File: src/rtl/fdma_rw_arbiter.sv
// fdma_rw_arbiter: shares one SDRAM FDMA master between the merged write stream and the
// display read stream. One burst in flight at a time; reads have priority, bounded by a
// streak counter so a pending write is served after MAX_RD_STREAK consecutive reads.
// New grants are held off while the SDRAM controller is busy, and a watchdog aborts a
// request that the FDMA never acknowledges.
module fdma_rw_arbiter #(
  parameter int unsigned ADDR_W        = 21,
  parameter int unsigned DATA_W        = 32,
  parameter int unsigned MAX_RD_STREAK = 4,
  parameter int unsigned REQ_TIMEOUT   = 1023
) (
  input  logic              I_fdma_clk,
  input  logic              I_fdma_rst,
  input  logic              I_sdr_busy,
  // upstream write stream
  input  logic [ADDR_W-1:0] I_w_addr,
  input  logic              I_w_areq,
  input  logic [15:0]       I_w_size,
  input  logic [DATA_W-1:0] I_w_data,
  output logic              O_w_busy,
  output logic              O_w_valid,
  // upstream read stream
  input  logic [ADDR_W-1:0] I_r_addr,
  input  logic              I_r_areq,
  input  logic [15:0]       I_r_size,
  output logic [DATA_W-1:0] O_r_data,
  output logic              O_r_busy,
  output logic              O_r_valid,
  // FDMA write port
  output logic [ADDR_W-1:0] O_fdma_waddr,
  output logic              O_fdma_wareq,
  output logic [15:0]       O_fdma_wsize,
  output logic [DATA_W-1:0] O_fdma_wdata,
  input  logic              I_fdma_wbusy,
  input  logic              I_fdma_wvalid,
  // FDMA read port
  output logic [ADDR_W-1:0] O_fdma_raddr,
  output logic              O_fdma_rareq,
  output logic [15:0]       O_fdma_rsize,
  input  logic [DATA_W-1:0] I_fdma_rdata,
  input  logic              I_fdma_rbusy,
  input  logic              I_fdma_rvalid,
  // watchdog abort pulse
  output logic              O_timeout
);

  localparam int unsigned StreakW = $clog2(MAX_RD_STREAK + 1);
  localparam int unsigned WdogW   = $clog2(REQ_TIMEOUT + 1);

  localparam logic [StreakW-1:0] StreakMax = StreakW'(MAX_RD_STREAK);
  // Last watchdog value before abort: areq is then high for exactly REQ_TIMEOUT cycles.
  localparam logic [WdogW-1:0]   WdogLast  = WdogW'(REQ_TIMEOUT - 1);

  typedef enum logic [2:0] {
    StIdle,
    StWReq,
    StWRun,
    StRReq,
    StRRun
  } state_e;

  state_e              state_q, state_d;
  logic [StreakW-1:0]  streak_q, streak_d;
  logic [WdogW-1:0]    wdog_q, wdog_d;
  logic [ADDR_W-1:0]   waddr_q, waddr_d;
  logic [15:0]         wsize_q, wsize_d;
  logic                wareq_q, wareq_d;
  logic [ADDR_W-1:0]   raddr_q, raddr_d;
  logic [15:0]         rsize_q, rsize_d;
  logic                rareq_q, rareq_d;
  logic                timeout_q, timeout_d;

  logic                w_owned;
  logic                r_owned;
  logic                grant_r;
  logic                grant_w;

  // Read wins unless a write is waiting and reads have used up their streak.
  assign grant_r = I_r_areq && !(I_w_areq && (streak_q == StreakMax));
  assign grant_w = !grant_r && I_w_areq;

  // Next-state, grant latching and watchdog.
  always_comb begin
    state_d   = state_q;
    streak_d  = streak_q;
    wdog_d    = wdog_q;
    waddr_d   = waddr_q;
    wsize_d   = wsize_q;
    wareq_d   = wareq_q;
    raddr_d   = raddr_q;
    rsize_d   = rsize_q;
    rareq_d   = rareq_q;
    timeout_d = 1'b0;

    unique case (state_q)
      StIdle: begin
        // SDRAM refresh/init only blocks the decision; bursts already granted run on.
        if (!I_sdr_busy) begin
          if (grant_r) begin
            state_d = StRReq;
            raddr_d = I_r_addr;
            rsize_d = I_r_size;
            rareq_d = 1'b1;
            wdog_d  = '0;
            if (streak_q != StreakMax) begin
              streak_d = streak_q + 1'b1;
            end
          end else if (grant_w) begin
            state_d  = StWReq;
            waddr_d  = I_w_addr;
            wsize_d  = I_w_size;
            wareq_d  = 1'b1;
            wdog_d   = '0;
            streak_d = '0;
          end
        end
      end

      StWReq: begin
        if (I_fdma_wbusy) begin
          wareq_d = 1'b0;
          state_d = StWRun;
        end else if (wdog_q == WdogLast) begin
          wareq_d   = 1'b0;
          timeout_d = 1'b1;
          state_d   = StIdle;
        end else begin
          wdog_d = wdog_q + 1'b1;
        end
      end

      StWRun: begin
        if (!I_fdma_wbusy) begin
          state_d = StIdle;
        end
      end

      StRReq: begin
        if (I_fdma_rbusy) begin
          rareq_d = 1'b0;
          state_d = StRRun;
        end else if (wdog_q == WdogLast) begin
          rareq_d   = 1'b0;
          timeout_d = 1'b1;
          state_d   = StIdle;
        end else begin
          wdog_d = wdog_q + 1'b1;
        end
      end

      StRRun: begin
        if (!I_fdma_rbusy) begin
          state_d = StIdle;
        end
      end

      default: begin
        state_d = StIdle;
        wareq_d = 1'b0;
        rareq_d = 1'b0;
      end
    endcase
  end

  // State and registered outputs; reset abandons any burst in flight.
  always_ff @(posedge I_fdma_clk) begin
    if (I_fdma_rst) begin
      state_q   <= StIdle;
      streak_q  <= '0;
      wdog_q    <= '0;
      waddr_q   <= '0;
      wsize_q   <= '0;
      wareq_q   <= 1'b0;
      raddr_q   <= '0;
      rsize_q   <= '0;
      rareq_q   <= 1'b0;
      timeout_q <= 1'b0;
    end else begin
      state_q   <= state_d;
      streak_q  <= streak_d;
      wdog_q    <= wdog_d;
      waddr_q   <= waddr_d;
      wsize_q   <= wsize_d;
      wareq_q   <= wareq_d;
      raddr_q   <= raddr_d;
      rsize_q   <= rsize_d;
      rareq_q   <= rareq_d;
      timeout_q <= timeout_d;
    end
  end

  // Status from the FDMA is only forwarded to the stream that currently owns it.
  always_comb begin
    w_owned   = (state_q == StWReq) || (state_q == StWRun);
    r_owned   = (state_q == StRReq) || (state_q == StRRun);
    O_w_busy  = w_owned & I_fdma_wbusy;
    O_w_valid = w_owned & I_fdma_wvalid;
    O_r_busy  = r_owned & I_fdma_rbusy;
    O_r_valid = r_owned & I_fdma_rvalid;
  end

  assign O_fdma_waddr = waddr_q;
  assign O_fdma_wsize = wsize_q;
  assign O_fdma_wareq = wareq_q;
  assign O_fdma_raddr = raddr_q;
  assign O_fdma_rsize = rsize_q;
  assign O_fdma_rareq = rareq_q;
  assign O_timeout    = timeout_q;

  // Data paths are plain pass-through; qualification comes from the valid strobes.
  assign O_fdma_wdata = I_w_data;
  assign O_r_data     = I_fdma_rdata;

endmodule

File: config.mk
export PLATFORM = sky130hd
export DESIGN_NAME = fdma_rw_arbiter
export DESIGN_NICKNAME = d
export VERILOG_FILES = /design/src/rtl/fdma_rw_arbiter.sv
export SDC_FILE = /design/constraint.sdc
export NUM_CORES = 1
export LEC_CHECK = 0
export ABC_AREA = 1
export CORE_MARGIN = 1
export CORE_UTILIZATION = 35
export DETAILED_ROUTE_END_ITERATION = 16
export PLACE_DENSITY = 0.79
export SYNTH_ARGS = -nofsm -noshare
export SYNTH_HDL_FRONTEND = slang
export SYNTH_SLANG_ARGS = --single-unit
File: constraint.sdc
create_clock -name I_fdma_clk -period 3.7 [get_ports I_fdma_clk]
set_input_delay 0.925 -clock I_fdma_clk [delete_from_list [all_inputs] [get_ports I_fdma_clk]]
set_output_delay 0.925 -clock I_fdma_clk [all_outputs]
set_load 0.02 [all_outputs]
Word-level counts from Yosys, hierarchy flattened
Cells that the tools add are included.
{ "op_classes": {"n_div": 0, "shift": 0, "magnitude_cmp": 0, "reduce_logical": 19, "n_mul": 0, "bitwise_logic": 8, "n_mux": 33, "eq_ne": 19, "add_sub_neg": 2} }
{ "op_table": {"columns": ["op", "n"], "rows": [
  ["$mux W10", 6],
  ["$mux W3", 11],
  ["$pmux W10 S3", 1],
  ["$ne A2 B2 Y1 const B", 8],
  ["$reduce_and A4 Y1", 4],
  ["$pmux W3 S5", 1],
  ["$ne A3 B3 Y1 const B", 4],
  ["$mux W1", 11],
  ["$add A10 B1 Y10 const B", 1],
  ["$eq A10 B10 Y1 const B", 1],
  ["$reduce_and A5 Y1", 2],
  ["$eq A3 B2 Y1 const B", 2],
  ["$eq A3 B3 Y1 const B", 2],
  ["$pmux W1 S3", 2],
  ["$reduce_or A3 Y1", 2],
  ["$and A1 B1 Y1", 4],
  ["$not A1 Y1", 4],
  ["$add A3 B1 Y3 const B", 1],
  ["$eq A3 B1 Y1 const B", 1],
  ["$logic_and A1 B1 Y1", 3],
  ["$logic_not A3 Y1", 1],
  ["$reduce_and A3 Y1", 1],
  ["$reduce_bool A3 Y1", 1],
  ["$logic_not A1 Y1", 2],
  ["4 further kinds", 5]
]} }
{ "totals": {"latch_bits": 0, "elab_cells": 91, "ramBits": 0, "rom_bits": 0, "out_inout_bits": 145, "ff_bits": 93, "n_memories": 0} }

Depth between registers and ports, before layout
{ "depth": {"ltp_word": 10, "depth_mapped": 11} }

Least setup slack after synthesis
No wires, ideal clock.
{ "synth_timing": {"path_kind": "input -> output", "from": "in I_fdma_wbusy", "to": "out O_w_busy", "required_ps": 2775, "arrival_time_ps": 1274, "path_slack_ps": 1501, "path_stages": 4, "n_path_buf": 0, "path_cell_list": "inv_1 -> nor2_1 -> inv_1 -> nand2_1"} }
{ "synth_via": {"elab_chain_len": 1} }
{ "synth_lines": {"columns": ["element", "line_no", "rtl"], "rows": [
  ["start: declaration", "34", "input logic I_fdma_wbusy,"],
  ["$and A1 B1 Y1", "196", "O_w_busy = w_owned & I_fdma_wbusy;"],
  ["end: declaration", "20", "output logic O_w_busy,"]
]} }
Every way passes these cells.

Final worst setup path
Same ends and word-level chain as after synthesis.

==> flow_summary_export.csv <==
group,metric,value,unit
logic_synthesis,synth_compound_area_frac,0.116,
place,portBuffers,163,
worst_setup_path,ff2ff_path_depth,8,
logic_synthesis,yosysWarningCount,0,
logic_synthesis,synth_simple_gate_area_frac,0.255,
floorplanning,die_area,0.0127,mm2
cts,ctsResizeCount,0,
sta,tightest_slew,0.870,ns
pwr,sw_frac_of_total,0.291,
sta,slew_viol_final,0,
logic_synthesis,synth_common_cells,"nor2_1, dfxtp_1, buf_4",
cts,cts-root-buf,"clkbuf_16",
global_routing,antenna_found_initial,0,
worst_setup_path,crit_arrival,2.37,ns
logic_synthesis,avgSynthCellArea,7.34,um2
pwr,power_density,505,mW/mm2
worst_setup_path,crit_end,"O_w_busy",
cts,clock_latency,0.34,ns
pwr,power.leakage,2.29,nW
finish,utilization,0.486,
sta,setup_viol_count_final,0,
global_routing,grt_pass1_wl,16.8,mm
cts,clk_pin_slew,0.06,ns
logic_synthesis,syn_nets,736,
worst_setup_path,r2r-start,"streak_q[0]$_SDFFE_PP0P_",
floorplanning,die_w,113,um
worst_setup_path,critical_path_class,"in2out",
logic_synthesis,synth_edf_count,0,
worst_setup_path,critPathMaxFanout,3,
pwr,power_frac_clock,0.353,
logic_synthesis,synth.area.top_cells,"dfxtp_1, nor2_1, buf_4",
run_status,status,"complete, no violations",
worst_setup_path,end_kind,"output port",
logic_synthesis,async_flop_share,0,
floorplanning,core_area,0.0120,mm2
cts,cts_tree,"done",
logic_synthesis,yosysMostFrequentCell,"nor2_1",
run,drv_cap,0,
logic_synthesis,synthDominantCellAreaShare,0.433,
sta,relSlewSlack,0.419,
cts,cts_setup_buffers,0,
finish,synthToLayoutAreaGrowth,35.9,%
logic_synthesis,synth_top_cell_by_area,"dfxtp_1",
sta,finClkSkew,0.00774,ns
pwr,p_int,2.09,mW
worst_setup_path,rr_endpoint,"O_fdma_rsize[5]$_SDFFE_PP0P_",
logic_synthesis,ys_seq_elements,93,
pwr,vdd_ir_drop_max,0.348,mV
floorplanning,start_util,0.358,
logic_synthesis,syn_area,0.00430,mm2
logic_synthesis,ys.flop_type,"dfxtp_1",
worst_setup_path,rrSetupSlack,1.26,ns
route,first_pass_iters,4,
logic_synthesis,syn-instance-count,585,
global_routing,grt_overflow,0,
global_routing,grt_usage,0.169,
finish,drive_above_1_share,0.0531,
sta,finalSetupTns,0,ns
cts,clockBufferDepth,2,
pwr,p_sw,857,uW
sta,rsz0062_at_grt,"false",
worst_setup_path,crit_path_start,"I_fdma_wbusy",
finish,multiInputGateArea,0.00168,mm2
logic_synthesis,synthAdderAreaFrac,0.0116,
logic_synthesis,synth_mux_area_frac,0,
logic_synthesis,synth_seq_area_share,0.433,
worst_hold_path,hold_class,"reg2reg",
route,ant_nets,0,
pwr,seq_power_share,0.395,
worst_setup_path,cp.required,2.77,ns
route,wl_per_cell,12.9,um
finish,antenna_cells,0,
logic_synthesis,synth_top_family_by_area,"simple AND/OR/NAND/NOR gates",
finish,nets,824,
logic_synthesis,synth_cell_types,32,
global_routing,grt_max_degree,40,
logic_synthesis,synthXorXnorAreaFrac,0.00815,
cts,cts.sinks,93,
route,routed_wl,10.7,mm
finish,seq_area,0.00186,mm2
pwr,pwr-share-comb,0.252,
route,drt-initial-drc-count,159,
cts,cts-buffers-inserted,9,
route,num_vias,3767,
route,avgViaCountPerCell,4.57,
worst_setup_path,setup.worst_path.start_class,"primary input",
sta,min_period,3.29,ns
sta,hold_viol_final,0,
global_routing,grt_pass1_vias,3475,
cts,postCtsHoldBufs,0,
floorplanning,std_cell_rows,40,
cts,h-tree-depth,3,
finish,nFillCells,1169,
place,place.gp.congestion,0.787,
sta,final.period_utilization,0.889,
floorplanning,ios,292,
floorplanning,die_y,113,um
sta,fmax,0.304,GHz
route,drc,0,
place,dp_hpwl,7.34,mm
## critical path, stage by stage
cell             delay [ns]
clkdlybuf4s50_1        0.51
inv_1                  0.05
nor2_1                 0.13
inv_1                  0.08
nand2_1                0.06
clkdlybuf4s50_1        0.60
## worst min path at each step
stage | end | start | cells after the start
floorplan | streak_q[1]$_SDFFE_PP0P_ | streak_q[1]$_SDFFE_PP0P_ | 2
global placement | O_fdma_wareq$_SDFFE_PP0P_ | O_fdma_wareq$_SDFFE_PP0P_ | 2
detailed placement | O_fdma_wareq$_SDFFE_PP0P_ | O_fdma_wareq$_SDFFE_PP0P_ | 2
CTS | O_fdma_wareq$_SDFFE_PP0P_ | O_fdma_wareq$_SDFFE_PP0P_ | 2
global route | O_fdma_wareq$_SDFFE_PP0P_ | O_fdma_wareq$_SDFFE_PP0P_ | 2
finish | O_fdma_wareq$_SDFFE_PP0P_ | O_fdma_wareq$_SDFFE_PP0P_ | 2
## flip-flops by register name (all words and copies together) (netlist names)
register      flops
O_fdma_wsize     16
state_q           3
O_fdma_raddr     21
streak_q          3
wdog_q           10
O_fdma_wareq      1
O_fdma_rareq      1
O_timeout         1
O_fdma_waddr     21
O_fdma_rsize     16
## layout by cell type, fill, tap and decap left out, drive strengths merged
cell / synthesis / routed
bufinv: 0 / 2
nand3b: 1 / 1
nand2: 63 / 63
xor2: 2 / 2
nand4: 3 / 3
nand3: 14 / 14
and2: 1 / 1
clkinv: 1 / 2
inv: 28 / 29
buf: 79 / 3
o211ai: 2 / 2
o21ai: 77 / 77
nor2: 186 / 186
dfxtp: 93 / 93
o21bai: 1 / 1
nor3: 2 / 2
a21oi: 16 / 16
clkdlybuf4s50: 0 / 163
clkbuf: 10 / 12
ha: 4 / 4
xnor2: 2 / 2
## through the flow
step | worst slack [ns] | hold WS, ns | power, mW | cell area, um2 | std cells
5_1_grt | 0.330 | 0.484 | 3.10 | 5840 | 825
2_1_floorplan | 1.50 | 0.452 | 1.71 | 4300 | 585
4_1_cts | 0.415 | 0.464 | 2.99 | 5840 | 825
3_5_place_dp | 0.423 | 0.455 | 1.93 | 5490 | 809
6_report | 0.409 | 0.463 | 2.95 | 5840 | 825
3_3_place_gp | 0.413 | 0.448 | 1.92 | 5490 | 809
## cell type report
type,instances,share of cell area
tap,147,0.0315
sequential,93,0.319
inverter,29,0.0193
timing repair buffer,166,0.283
clock inverter,4,0.0133
clock buffer,12,0.0456
multi-input combinational,374,0.288
## cell families (layout without fill, tap and decap cells)
kind of cell,count (synthesis),count (layout)
flops,93,93
compound gates,96,96
fa+ha+maj,4,4
xor+xnor,4,4
buf+inv,118,211
simple gates,270,270
## power groups by stage
stage          logic, mW  clock network, mW  registers, mW
3_5_place_dp       0.744                  0           1.18
4_1_cts            0.748               1.07           1.16
6_report           0.743               1.04           1.16
2_1_floorplan      0.415                  0           1.29
5_1_grt            0.814               1.11           1.18
3_3_place_gp       0.740                  0           1.18
## metal layers
| layer | global-route usage | up-vias | routed length, um | part of all wire |
|---|---|---|---|---|
| li1 | - | 1956 | - | - |
| met2 | 0.259 | 141 | 4700 | 0.44 |
| met1 | 0.198 | 1642 | 4660 | 0.44 |
| met4 | 0.0747 | 0 | 238 | 0.022 |
| met5 | 0 | - | 0 | 0 |
| met3 | 0.0830 | 28 | 1050 | 0.099 |
Note: power is estimated with default switching activity, not from simulation.
